===== src/rtl/mmio_uart_tx.sv =====
// rtl/mmio_uart_tx.sv - memory-mapped UART transmitter with TX FIFO, 8N1 on tx_o.
// Define UART_TX_PARITY_EN to insert an even-parity bit between data and stop.
module mmio_uart_tx #(
  parameter logic [31:0] BASE_ADDR  = 32'h8000_0000,
  parameter int          CLK_DIV    = 16,
  parameter int          FIFO_DEPTH = 4
) (
  input  logic        clk_i,
  input  logic        rst_n_i,
  input  logic        wen_i,
  input  logic [31:0] addr_i,
  input  logic [31:0] data_in_i,
  output logic [31:0] data_out_o,
  output logic        tx_o,
  output logic        busy_o
);

  localparam int PW = $clog2(FIFO_DEPTH);
  localparam int CW = $clog2(CLK_DIV);
  localparam logic [CW-1:0] DIV_M1 = CW'(CLK_DIV - 1);
  localparam logic [PW:0]   DEPTH  = (PW + 1)'(FIFO_DEPTH);
`ifdef UART_TX_PARITY_EN
  localparam logic PAR_FLAG = 1'b1;
`else
  localparam logic PAR_FLAG = 1'b0;
`endif

  typedef enum logic [2:0] {
    S_IDLE   = 3'd0,
    S_START  = 3'd1,
    S_DATA   = 3'd2,
    S_PARITY = 3'd3,
    S_STOP   = 3'd4
  } state_t;

  state_t         state_q, state_d;
  logic [CW-1:0]  cnt_q, cnt_d;
  logic [2:0]     bit_q, bit_d;
  logic [7:0]     shift_q, shift_d;
  logic           tx_q, tx_d;
  logic [7:0]     mem_q [FIFO_DEPTH];
  logic [7:0]     mem_d [FIFO_DEPTH];
  logic [PW-1:0]  wr_ptr_q, wr_ptr_d;
  logic [PW-1:0]  rd_ptr_q, rd_ptr_d;
  logic [PW:0]    count_q, count_d;
  logic           overflow_q, overflow_d;
  logic [31:0]    rdata_q, rdata_d;
`ifdef UART_TX_PARITY_EN
  logic           par_q, par_d;
`endif

  logic        hit, push_req, push, pop, empty, full, clr_ovf;
  logic [1:0]  reg_sel;
  logic [7:0]  head;
  logic        unused_bits;

  assign hit      = (addr_i[31:4] == BASE_ADDR[31:4]);
  assign reg_sel  = addr_i[3:2];
  assign empty    = (count_q == '0);
  assign full     = (count_q == DEPTH);
  assign push_req = wen_i & hit & (reg_sel == 2'd0);
  assign push     = push_req & ~full;
  assign clr_ovf  = wen_i & hit & (reg_sel == 2'd1) & data_in_i[3];
  assign head     = mem_q[rd_ptr_q];
  assign busy_o   = (state_q != S_IDLE) | ~empty;
  assign unused_bits = ^{addr_i[1:0], data_in_i[31:8]};

  assign tx_o       = tx_q;
  assign data_out_o = rdata_q;

  always_comb begin
    state_d    = state_q;
    cnt_d      = cnt_q;
    bit_d      = bit_q;
    shift_d    = shift_q;
    mem_d      = mem_q;
    wr_ptr_d   = wr_ptr_q;
    rd_ptr_d   = rd_ptr_q;
    count_d    = count_q;
    overflow_d = overflow_q;
    rdata_d    = 32'h0;
    pop        = 1'b0;
    tx_d       = 1'b1;
`ifdef UART_TX_PARITY_EN
    par_d      = par_q;
`endif

    if (hit && reg_sel == 2'd1)
      rdata_d = {27'h0, PAR_FLAG, overflow_q, busy_o, empty, full};

    // A push against a full FIFO is lost even if the FSM pops this cycle.
    if (push_req && full)
      overflow_d = 1'b1;
    else if (clr_ovf)
      overflow_d = 1'b0;

    case (state_q)
      S_IDLE: begin
        if (!empty) begin
          pop     = 1'b1;
          state_d = S_START;
          cnt_d   = DIV_M1;
        end
      end
      S_START: begin
        if (cnt_q == '0) begin
          state_d = S_DATA;
          cnt_d   = DIV_M1;
          bit_d   = 3'd0;
        end else begin
          cnt_d = cnt_q - CW'(1);
        end
      end
      S_DATA: begin
        if (cnt_q == '0) begin
          cnt_d = DIV_M1;
          if (bit_q == 3'd7) begin
`ifdef UART_TX_PARITY_EN
            state_d = S_PARITY;
`else
            state_d = S_STOP;
`endif
          end else begin
            bit_d   = bit_q + 3'd1;
            shift_d = {1'b0, shift_q[7:1]};
          end
        end else begin
          cnt_d = cnt_q - CW'(1);
        end
      end
      S_PARITY: begin
        if (cnt_q == '0) begin
          state_d = S_STOP;
          cnt_d   = DIV_M1;
        end else begin
          cnt_d = cnt_q - CW'(1);
        end
      end
      S_STOP: begin
        // Back-to-back frames: go straight from stop to the next start bit.
        if (cnt_q == '0) begin
          cnt_d = DIV_M1;
          if (!empty) begin
            pop     = 1'b1;
            state_d = S_START;
          end else begin
            state_d = S_IDLE;
          end
        end else begin
          cnt_d = cnt_q - CW'(1);
        end
      end
      default: begin
        state_d = S_IDLE;
        cnt_d   = '0;
      end
    endcase

    if (pop) begin
      shift_d  = head;
      rd_ptr_d = rd_ptr_q + PW'(1);
`ifdef UART_TX_PARITY_EN
      par_d    = ^head;
`endif
    end

    if (push) begin
      mem_d[wr_ptr_q] = data_in_i[7:0];
      wr_ptr_d        = wr_ptr_q + PW'(1);
    end

    case ({push, pop})
      2'b10:   count_d = count_q + (PW + 1)'(1);
      2'b01:   count_d = count_q - (PW + 1)'(1);
      default: count_d = count_q;
    endcase

    case (state_d)
      S_START: tx_d = 1'b0;
      S_DATA:  tx_d = shift_d[0];
`ifdef UART_TX_PARITY_EN
      S_PARITY: tx_d = par_d;
`endif
      default: tx_d = 1'b1;
    endcase
  end

  always_ff @(posedge clk_i or negedge rst_n_i) begin
    if (!rst_n_i) begin
      state_q    <= S_IDLE;
      cnt_q      <= '0;
      bit_q      <= 3'd0;
      shift_q    <= 8'h0;
      tx_q       <= 1'b1;
      wr_ptr_q   <= '0;
      rd_ptr_q   <= '0;
      count_q    <= '0;
      overflow_q <= 1'b0;
      rdata_q    <= 32'h0;
      for (int i = 0; i < FIFO_DEPTH; i++) mem_q[i] <= 8'h0;
`ifdef UART_TX_PARITY_EN
      par_q      <= 1'b0;
`endif
    end else begin
      state_q    <= state_d;
      cnt_q      <= cnt_d;
      bit_q      <= bit_d;
      shift_q    <= shift_d;
      tx_q       <= tx_d;
      wr_ptr_q   <= wr_ptr_d;
      rd_ptr_q   <= rd_ptr_d;
      count_q    <= count_d;
      overflow_q <= overflow_d;
      rdata_q    <= rdata_d;
      for (int i = 0; i < FIFO_DEPTH; i++) mem_q[i] <= mem_d[i];
`ifdef UART_TX_PARITY_EN
      par_q      <= par_d;
`endif
    end
  end

endmodule


===== config.mk =====
export PLATFORM = sky130hd
export DESIGN_NAME = mmio_uart_tx
export DESIGN_NICKNAME = d
export VERILOG_FILES = /design/src/rtl/mmio_uart_tx.sv
export SDC_FILE = /design/constraint.sdc
export NUM_CORES = 1
export LEC_CHECK = 0
export CORE_MARGIN = 2
export CORE_UTILIZATION = 55
export DETAILED_ROUTE_END_ITERATION = 8
export DONT_BUFFER_PORTS = 1
export PLACE_DENSITY = 0.73
export SLEW_MARGIN = 20
export SYNTH_ARGS = -nofsm -noshare
export SYNTH_HDL_FRONTEND = slang
export SYNTH_SLANG_ARGS = --single-unit

===== constraint.sdc =====
create_clock -name clk_i -period 2.9 [get_ports clk_i]
set_clock_uncertainty 0.15 [all_clocks]
set_input_delay 0.58 -clock clk_i [delete_from_list [all_inputs] [get_ports clk_i]]
set_output_delay 0.58 -clock clk_i [all_outputs]
set_load 0.02 [all_outputs]

# After elaboration in Yosys (flattened, before gate mapping)

Index checks and enable logic that the tools add are counted.
Widths: inputs -> output; s select.

Add/sub/neg operators: 6
Order comparisons: 3
Equal/unequal tests: 17
Muxes and demuxes: 33
Bitwise gates (word level): 10
Reductions and logical operators: 16

Operators by type and width:

| cell                 | number |
|---|---|
| $mux 8               | 7 |
| $bwmux 32            | 1 |
| $eq 28x28->1 const B | 1 |
| $mux 3               | 9 |
| $bmux 8 s2           | 1 |
| $demux 8 s2          | 1 |
| $pmux 3 s5           | 1 |
| $mux 4               | 3 |
| $pmux 3 s2           | 2 |
| $ne 2x2->1 const B   | 5 |
| $reduce_bool 2->1    | 5 |
| $eq 3x2->1 const B   | 3 |
| $eq 3x3->1 const B   | 3 |
| $pmux 4 s2           | 1 |
| $add 3x1->3 const B  | 2 |
| $eq 3x1->1 const B   | 2 |
| $ge 3x3->1 const B   | 2 |
| $logic_not 3->1      | 2 |
| $not 2->3            | 2 |
| $and 1x1->1          | 5 |
| $mux 1               | 5 |
| $add 2x1->2 const B  | 2 |
| $eq 2x1->1 const B   | 2 |
| $logic_not 4->1      | 1 |
| other kinds (13)     | 17 |

Register bits: 63

# Depth between registers and ports, before layout

Gate-level depths: netlist (run 1).

Depth in word-level cells: 6
Mapped depth: 12
Mapped depth without buffers: 10

# Least setup slack after synthesis (run 1)

Ideal clock, no wire load.

Path kind: flip-flop to flip-flop
Start point: reg cnt_q[0]
End point: reg count_q[2]
Library setup time: 0.079 ns
Data arrival time: 2.836 ns
Data required time: 2.671 ns
Slack: -0.165 ns
Stages on the path, launching flop included: 13
Buffers on the path: 2
Period minus slack after synthesis: 3.065 ns
Cell sequence: dfrtp_1 inv_1 ha_1 or3b_1 buf_2 a211oi_2 clkbuf_1 ha_1 inv_1 fa_1 xor2_1 nor2_1 xor2_1

Word-level cells in the longest chain between the ends: 5

RTL lines:

| item                                                   | RTL line | text |
|---|---|---|
| start: declaration                                     | 37       | `logic [CW-1:0] cnt_q, cnt_d;` |
| start signal: assignment                               | 206      | `cnt_q <= cnt_d;` |
| $logic_not 4->1 (*)                                    | 141      | `if (cnt_q == '0) begin` |
| $mux 1 (*)                                             | 141      |  |
| $pmux 1 s2 (*)                                         | 97       | `case (state_q)` |
| net pop                                                | 52       | `logic hit, push_req, push, pop, empty, full, clr_ovf;` |
| $eq 2x1->1 / $eq 2x2->1 (equally long branches)        | 172      | `case ({push, pop})` |
| $pmux 3 s2 / $reduce_bool 2->1 (equally long branches) | -        |  |
| end signal: assignment                                 | 212      | `count_q <= count_d;` |
| end: declaration                                       | 45       | `logic [PW:0] count_q, count_d;` |

The timed path passes the listed nets; every way through them passes the cells marked *.
A chain may end at the register's enable or synchronous reset.

# Worst setup path in the final report (run 1)

Start point: reg cnt_q[0]
End point: reg count_q[2]

Word-level cells in the longest chain between the ends: 5

RTL lines:

| item                                                   | RTL line |
|---|---|
| $logic_not 4->1 (*)                                    | 141 |
| $mux 1 (*)                                             | 141 |
| $pmux 1 s2 (*)                                         | 97 |
| $eq 2x1->1 / $eq 2x2->1 (equally long branches)        | 172 |
| $pmux 3 s2 / $reduce_bool 2->1 (equally long branches) | - |

Every way passes the cells marked *; elsewhere a longest branch is shown, timed or not.

==> metrics.yaml, run 1 <==
status:
  outcome: "completed"
timing:
  rsz0062_at_grt: "false"
  finalSetupTns_ns: 0
  fmax_ghz: 0.3769
  finalHoldViolCount: 0
  min_period_over_period: 0.9148
  slew_headroom: 0.5893
  setup_viol: 0
  period_needed_ns: 2.653
  tightestPinTransition_ns: 0.6161
  slew_viol_final: 0
hold_path:
  whs_path_depth: 1
  hold_class: "input port to flip-flop"
  min_to: "mem_q[28]"
  hp-start: "data_in_i[4]"
worst_setup_path:
  crit_path_top_delay_cell: "or3b_1"
  endpoint_kind: "flip-flop"
  worstPathCellList: "inv_1, ha_1, or3b_1, a211oi_4, ha_1, inv_1, fa_1, xor2_1, nor2_1, xor2_1"
  r2r_slack_ns: 0.25
  crit_required_ns: 3.00
  cp-start-kind: "flip-flop"
  r2r-end: "count_q[2]"
  worst-r2r-cell-count: 10
  r2r_start: "cnt_q[0]"
  worstPathArrival_ns: 2.76
  crit_path_max_incr_delay_ns: 0.42
  crit_type: "flip-flop to flip-flop"
  crit_fanout: 4
global_route:
  grt_pass1_wl_um: 9114
  gr-total-overflow: 0
  grt_pass1_vias: 1979
  antenna_found_initial: 0
  grtUsageTotal: 0.1845
  grt_max_degree: 64
clock_network:
  clk_path_buf_depth: 2
  cts_tree: "done"
  cts_buffers: 9
  clock-sinks: 63
  cts_setup_buffers: 0
  cts_resized: 0
  htreeDepth: 3
  clkTransAtPathRegs_ns: 0.07
  root_buffer: "clkbuf_8"
  cts.hold.buffers_added: 2
  clock_latency_ns: 0.33
place:
  place_inst: 343
  dp_hpwl_um: 3829
  gp_congestion: 0.6926
  portBuffers: 0
  dpl_cell_area_um2: 3341
logic_synthesis:
  synthFlopType: "dfrtp_1"
  synthArstFlopShare: 1.000
  synthTopCellsByArea: "dfrtp_1 47%, mux2_2 12%, buf_4 6.3%, mux4_2 5.4%, ha_1 3.0%"
  synthMostInstantiatedCell: "dfrtp_1"
  yosys_warnings: 0
  synth_area_leader_cell: "dfrtp_1"
  synth_seq_cells: 63
  ys_types: 49
  syn_inst: 269
  synth-seq-area-share: 0.4753
  netlist_area_um2: 3319
  synth.avg_cell_area_um2: 12.34
  synth_common_cells: "62 x dfrtp_1, 34 x mux2_2, 28 x buf_4"
  synth_top_area_frac: 0.4674
  synth_edf_count: 0
floorplan:
  dieArea_um2: 6672
  initial_utilization: 0.5640
  fp-row-count: 28
  die_h_um: 81.69
  die-width_um: 81.69
  core_um2: 5886
  ios: 101
pwr:
  peakVddDrop_mv: 0.3922
  power_density_nw_per_um2: 496.3
  total_power_mw: 1.787
  p_leak_nw: 1.734
route:
  ant_nets: 0
  wirelength_um: 5436
  drt-wirelength-per-cell_um: 15.06
  drc: 0
  vias_per_cell: 5.429
  vias: 1960
  drt_iter0_drc: 93
  dr.pass1.iters: 4
final_layout:
  design_area_um2: 3601
  area_growth_pct: 8.481
  drive_gt1_frac: 0.2832
  nets: 357
  layout.cells.non_filler: 361
  utilization: 0.6118
  diodes: 0
  nFillCells: 480
job:
  drv_cap: 0
==> cell type report <==
class,count,area [um2],share of cell area
clock inverters,4,77.57,0.02154
flip-flops and latches,63,1578,0.4382
clock buffers,12,145.1,0.04031
well taps,75,93.84,0.02606
repair buffers,12,112.6,0.03127
inverters,9,33.78,0.009382
multi-input cells,186,1560,0.4333
==> worst max-delay path by stage <==
stage                   from         end  slack [ns]  cells after the start
finish              cnt_q[0]  count_q[2]        0.25                     10
global route        cnt_q[0]  count_q[2]        0.03                     10
CTS                 cnt_q[0]  count_q[2]        0.21                     10
detailed placement  cnt_q[0]  count_q[2]        0.24                     10
global placement    cnt_q[0]  count_q[2]        0.32                     10
floorplan           cnt_q[0]  count_q[2]        0.03                     12
==> power by group <==
part,switching (mW),total (mW),internal [mW]
logic,0.0508,0.0593,0.00848
registers,0.00000000583,0.878,0.878
clock network,0.336,0.850,0.513
==> registers in the layout, summed over array words and instances, names as in the netlist, 2 cells and up <==
| name | cells |
|---|---|
| wr_ptr_q | 2 |
| count_q | 3 |
| state_q | 3 |
| rd_ptr_q | 2 |
| cnt_q | 4 |
| data_out_o | 4 |
| bit_q | 3 |
| shift_q | 8 |
| mem_q | 32 |
==> routing by layer <==
layer	GRT usage	part of all wire	vias up
li1	-	-	929
met3	0.04505	0.038	6
met1	0.2369	0.46	989
met5	0	0	-
met2	0.2992	0.49	36
met4	0.08000	0.014	0
==> logic make-up (layout without fill, tap and decap cells) <==
kind of cell,count (synthesis),after routing,synth area share
simple gates,66,66,0.1312
other cells,1,28,0.001130
buf+inv,47,37,0.08745
xor+xnor,8,8,0.02111
flops,63,63,0.4753
mux,50,50,0.1953
compound gates,25,25,0.05239
fa+ha+maj,9,9,0.03619
==> placed cells by master, fill, tap and decap left out, types with 2 or more instances in the layout <==
master,n
conb_1,28
nand2_1,16
mux2i_1,7
dfrtp_1,62
mux4_2,8
nand4_1,2
ha_1,8
bufinv_16,2
clkbuf_8,10
o221a_2,2
o21bai_1,2
o21ai_0,12
clkbuf_1,2
xnor2_1,3
buf_4,10
nor4_4,4
nor2_1,8
nand3_1,4
nor4_1,6
inv_1,9
and3_1,5
nand2b_1,5
xor2_1,5
nor3_1,4
mux2_2,34
nand4_2,2
==> per-stage QoR <==
step / hold WS (ns) / setup slack [ns]
6_report: 0.2474 / 0.2469
5_1_grt: 0.2286 / 0.03469
4_1_cts: 0.2327 / 0.2131
3_5_place_dp: 0.1356 / 0.2427
3_3_place_gp: 0.1356 / 0.3167
2_1_floorplan: 0.1344 / 0.02514
==> critical path: cells and delay by family (launching register included) <==
kind                       cells  cell delay, ns
AOI/OAI and AO/OA              1            0.26
xor gates and xnor gates       2            0.31
adders and majority gates      3            0.78
buffers and inverters          2            0.13
DFF                            1            0.41
and+or+nand+nor                2            0.55
Power figures use the tool's default switching activity.
==> inputs of run 2 (changes only) <==
- PLACE_DENSITY: 0.73 -> unset
- PLACE_DENSITY_LB_ADDON: unset -> 0.05
==> metrics.yaml, run 2 (synthesis results as in run 1) <==
status:
  outcome: "completed"
route:
  drc: 0
  ant_nets: 0
  wl_met2_um: 2622
  vias_per_cell: 5.342
  top_layer: "met4"
  wirelength_um: 5473
  dr.pass1.iters: 4
  drt_iter0_drc: 124
  vias: 1923
  drt-wirelength-per-cell_um: 15.20
  wl_met3_um: 139
  wl_met1_um: 2648
floorplan:
  initial_utilization: 0.5640
  die_h_um: 81.69
  fp-row-count: 28
  ios: 101
  dieArea_um2: 6672
  die-width_um: 81.69
  core_um2: 5886
timing:
  setup_viol: 0
  finalSetupTns_ns: 0
  rsz0062_at_grt: "false"
  slew_viol_final: 0
  fmax_ghz: 0.3802
  tightestPinTransition_ns: 0.5677
  min_period_over_period: 0.9071
  period_needed_ns: 2.630
  finalHoldViolCount: 0
  slew_headroom: 0.6215
place:
  gp_congestion: 0.7564
  dp_hpwl_um: 3789
  portBuffers: 0
clock_network:
  clk_path_buf_depth: 2
  cts_buffers: 9
  clock-sinks: 63
  cts_tree: "done"
  root_buffer: "clkbuf_8"
  cts_resized: 0
  clock_latency_ns: 0.33
  htreeDepth: 3
  clkTransAtPathRegs_ns: 0.07
  cts_setup_buffers: 0
final_layout:
  nets: 356
  nFillCells: 494
  seqCellArea_um2: 1578
  layout.cells.most_common_list: "62 x dfrtp_1, 34 x mux2_2, 28 x conb_1"
  mostFrequentLayoutCell: "dfrtp_1"
  drive_gt1_frac: 0.2877
  area_growth_pct: 8.179
  multi_input_area_um2: 1560
  top_regs: "mem_q x32, shift_q x8"
  top_register: "mem_q"
  diodes: 0
  largest_reg_flops: 32
  utilization: 0.6101
pwr:
  p_leak_nw: 1.731
  power_density_nw_per_um2: 492.5
  peakVddDrop_mv: 0.3515
worst_setup_path:
  crit_fanout: 4
  worstPathCellList: "inv_1, ha_1, or3b_1, a211oi_4, ha_1, inv_1, fa_1, xor2_1, nor2_1, xor2_1"
  crit_path_max_incr_delay_ns: 0.42
  crit_type: "flip-flop to flip-flop"
  worstPathArrival_ns: 2.73
  cp-start-kind: "flip-flop"
  crit_required_ns: 3.00
  crit_path_top_delay_cell: "or3b_1"
  endpoint_kind: "flip-flop"
hold_path:
  hold_class: "input port to flip-flop"
global_route:
  antenna_found_initial: 0
  grt_pass1_vias: 1824
  grt_max_degree: 64
  grtUsageTotal: 0.1754
  gr-total-overflow: 0
  grt_pass1_wl_um: 8735
job:
  drv_cap: 0
run 2: changes by cell type in the layout (fill, tap and decap cells not counted), sizes merged:
| cell | before | now |
|---|---|---|
| buf | 11 | 10 |
| clkbuf | 12 | 9 |
| clkinv | 1 | 4 |
run 2: per-layer routing:
metal | vias to the layer above | GRT usage
li1 | 930 | -
met1 | 958 | 0.2480
met2 | 27 | 0.2615
met3 | 8 | 0.03297
met4 | 0 | 0.08500
met5 | - | 0
run 2: worst paths after layout:
kind                         startpoint  slack (ns)  cells past startpoint          to
max                            cnt_q[0]        0.27                     10  count_q[2]
min                        data_in_i[4]        0.24                      1   mem_q[20]
max reg2reg                    cnt_q[0]        0.27                     10  count_q[2]
min reg2reg                    bit_q[0]        0.36                      1    bit_q[0]
max in group asynchronous       rst_n_i        1.68                      2    mem_q[8]
min in group asynchronous       rst_n_i        0.62                      2    cnt_q[3]
run 2: what timing repair did:
action	4_1_cts	5_1_grt
hold endpoints to repair	63	0
hold buffers	2	0
setup endpoints to repair	0	0
run 2: worst max-delay path, delay by kind of cell (launching register included):
family                     cells  cell delay, ns
adders and majority gates      3            0.77
DFF                            1            0.41
buffers and inverters          2            0.13
xor gates and xnor gates       2            0.31
and+or+nand+nor                2            0.54
AOI/OAI and AO/OA              1            0.25
run 2: report_power, final:
group          leakage, nW  switching [mW]  internal (mW)  total [mW]
Combinational        0.787          0.0519        0.00848      0.0604
Sequential           0.830   0.00000000570          0.878       0.878
Clock                0.114           0.343          0.486       0.830
Total                 1.73           0.395           1.37        1.77
run 2: cell type report:
cell class	count	share of cell area
repair buffers	11	0.02927
clock inverters	7	0.02683
clock buffers	9	0.03449
flip-flops and latches	63	0.4394
inverters	9	0.009408
well taps	75	0.02613
multi-input cells	186	0.4345
run 2: per-stage QoR:
stage               setup WS [ns]  instance area, um2  hold WS [ns]  power (mW)  instances
floorplan                 0.02514                3432        0.1344      0.9626        296
global placement           0.3019                3333        0.1357      0.9325        342
detailed placement         0.2471                3333        0.1360      0.9327        342
CTS                        0.2505                3591        0.2301       1.797        360
global route               0.1003                3591        0.2224       1.845        360
finish                     0.2695                3591        0.2447       1.769        360
==> inputs of run 3 (changes only) <==
- ABC_AREA: unset -> 1
- CORE_UTILIZATION: 55 -> 57
==> metrics.yaml, run 3 <==
timing:
  finalHoldViolCount: 0
  tightestPinTransition_ns: 0.5936
  period_needed_ns: 2.631
  min_period_over_period: 0.9071
  slew_headroom: 0.6042
  finalSetupTns_ns: 0
  slew_viol_final: 0
  rsz0062_at_grt: "false"
  fmax_ghz: 0.3801
  setup_viol: 0
  holdWs_ns: 0.2316
  worst_slack_ns: 0.2694
logic_synthesis:
  netlist_area_um2: 3530
  syn_inst: 446
  ys_types: 31
  synth_seq_cells: 63
  synthArstFlopShare: 1.000
  synthMostInstantiatedCell: "nand2_1"
  synth_common_cells: "113 x nand2_1, 62 x dfrtp_1, 53 x inv_1"
  synth.avg_cell_area_um2: 7.914
  synth-seq-area-share: 0.4470
  synthTopCellsByArea: "dfrtp_1 44%, nand2_1 12%, nand3_1 6.9%, buf_4 6.0%, inv_1 5.6%"
  synthFlopType: "dfrtp_1"
  synth_area_leader_cell: "dfrtp_1"
  synth_edf_count: 0
  yosys_warnings: 0
  synth_top_area_frac: 0.4396
clock_network:
  cts_buffers: 9
  clock-sinks: 63
  cts_tree: "done"
  clkTransAtPathRegs_ns: 0.07
  htreeDepth: 3
  clock_latency_ns: 0.33
  cts_resized: 0
  root_buffer: "clkbuf_8"
  clk_path_buf_depth: 2
place:
  pre_cts_slack_ns: 0.3131
  dpl_cell_area_um2: 3433
  dp_hpwl_um: 4740
  place_inst: 508
  gp_congestion: 0.7544
  portBuffers: 0
route:
  wirelength_um: 7210
  wl_met1_um: 3253
  vias_per_cell: 5.280
  wl_met2_um: 3427
  ant_nets: 0
  vias: 2772
  drc: 0
  top_layer: "met4"
  dr.pass1.iters: 4
  drt-wirelength-per-cell_um: 13.73
  drt_iter0_drc: 110
  wl_met3_um: 421
final_layout:
  mostFrequentLayoutCell: "nand2_1"
  design_area_um2: 3669
  nFillCells: 543
  layout.cells.non_filler: 525
  nets: 522
  diodes: 0
  layout.cells.most_common_list: "113 x nand2_1, 62 x dfrtp_1, 53 x inv_1"
  top_regs: "mem_q x32, shift_q x8"
  drive_gt1_frac: 0.07778
  area_growth_pct: 3.935
  largest_reg_flops: 32
  seqCellArea_um2: 1578
  multi_input_area_um2: 1548
  utilization: 0.6160
  top_register: "mem_q"
global_route:
  antenna_found_initial: 0
  grt_pass1_wl_um: 11760
  grt_max_degree: 64
  gr-total-overflow: 0
  grt_pass1_vias: 2507
  grtUsageTotal: 0.2306
worst_setup_path:
  cp-start-kind: "flip-flop"
  crit_required_ns: 2.96
  crit_type: "flip-flop to flip-flop"
  crit_fanout: 12
  crit_path_max_incr_delay_ns: 0.38
  worstPathArrival_ns: 2.69
  crit_path_top_delay_cell: "fa_1"
  endpoint_kind: "flip-flop"
  worstPathCellList: "inv_1, ha_1, nand3_1, nand2_1, nand3_2, inv_2, ha_1, inv_1, fa_1, a21oi_1, o21ai_0, xor2_1"
floorplan:
  core_um2: 5956
  die-width_um: 82.69
  die_h_um: 82.69
  ios: 101
  initial_utilization: 0.5926
  dieArea_um2: 6838
  fp-row-count: 28
pwr:
  power_density_nw_per_um2: 469.2
  p_leak_nw: 1.938
  clkPwrFrac: 0.448
  total_power_mw: 1.721
  peakVddDrop_mv: 0.3664
  intPower_mw: 1.329
  p_sw_mw: 0.3925
  comb_power_share: 0.042
  seq_power_share: 0.510
  sw_frac_of_total: 0.2280
job:
  drv_cap: 0
status:
  outcome: "completed"
hold_path:
  hold_class: "input port to flip-flop"
==> run 3: cell type report <==
| type | count | area share |
|---|---|---|
| inverter | 55 | 0.05628 |
| clock inverter | 3 | 0.01160 |
| tap | 75 | 0.02558 |
| timing repair buffer | 3 | 0.01228 |
| clock buffer | 12 | 0.04229 |
| multi-input combinational | 314 | 0.4219 |
| sequential | 63 | 0.4301 |
==> run 3: layer usage <==
| metal | track usage | up-vias |
|---|---|---|
| met5 | 0 | - |
| met4 | 0.09016 | 0 |
| met3 | 0.03696 | 11 |
| met2 | 0.3694 | 87 |
| met1 | 0.3144 | 1308 |
| li1 | - | 1366 |
==> run 3: worst max-delay path: cells and delay by family (launching register included) <==
kind                     cells  cell delay [ns]
adder cells (fa/ha/maj)      3             0.77
AO/OA/AOI/OAI                2             0.26
XOR/XNOR                     1             0.15
flip-flops                   1             0.36
buffers and inverters        3             0.37
AND/OR/NAND/NOR              3             0.44
==> run 3: what timing repair did <==
| item | 4_1_cts | 5_1_grt |
|---|---|---|
| setup buffers | 0 | 0 |
| hold buffers | 2 | 0 |
| hold endpoints to repair | 63 | 0 |
==> run 3: worst paths after layout <==
kind	from	to	slack, ns	depth (start not counted)
max	cnt_q[0]	count_q[2]	0.27	12
min	data_in_i[5]	mem_q[29]	0.23	2
max reg2reg	cnt_q[0]	count_q[2]	0.27	12
min reg2reg	mem_q[14]	mem_q[14]	0.33	2
max in group asynchronous	rst_n_i	tx_o	1.69	2
min in group asynchronous	rst_n_i	cnt_q[3]	0.62	2
==> run 3: cells by family after synthesis <==
kind of cell	share of synthesized area
simple gates	0.2829
buf+inv	0.1432
flops	0.4470
compound gates	0.08189
fa+ha+maj	0.03403
xor+xnor	0.009927
other cells	0.001062
==> run 3: power groups by stage <==
stage	Combinational (mW)	Clock [mW]	Sequential [mW]
floorplan	0.0770	0	0.895
global placement	0.0490	0	0.895
detailed placement	0.0498	0	0.895
CTS	0.0733	0.782	0.878
global route	0.0839	0.822	0.878
finish	0.0724	0.770	0.879
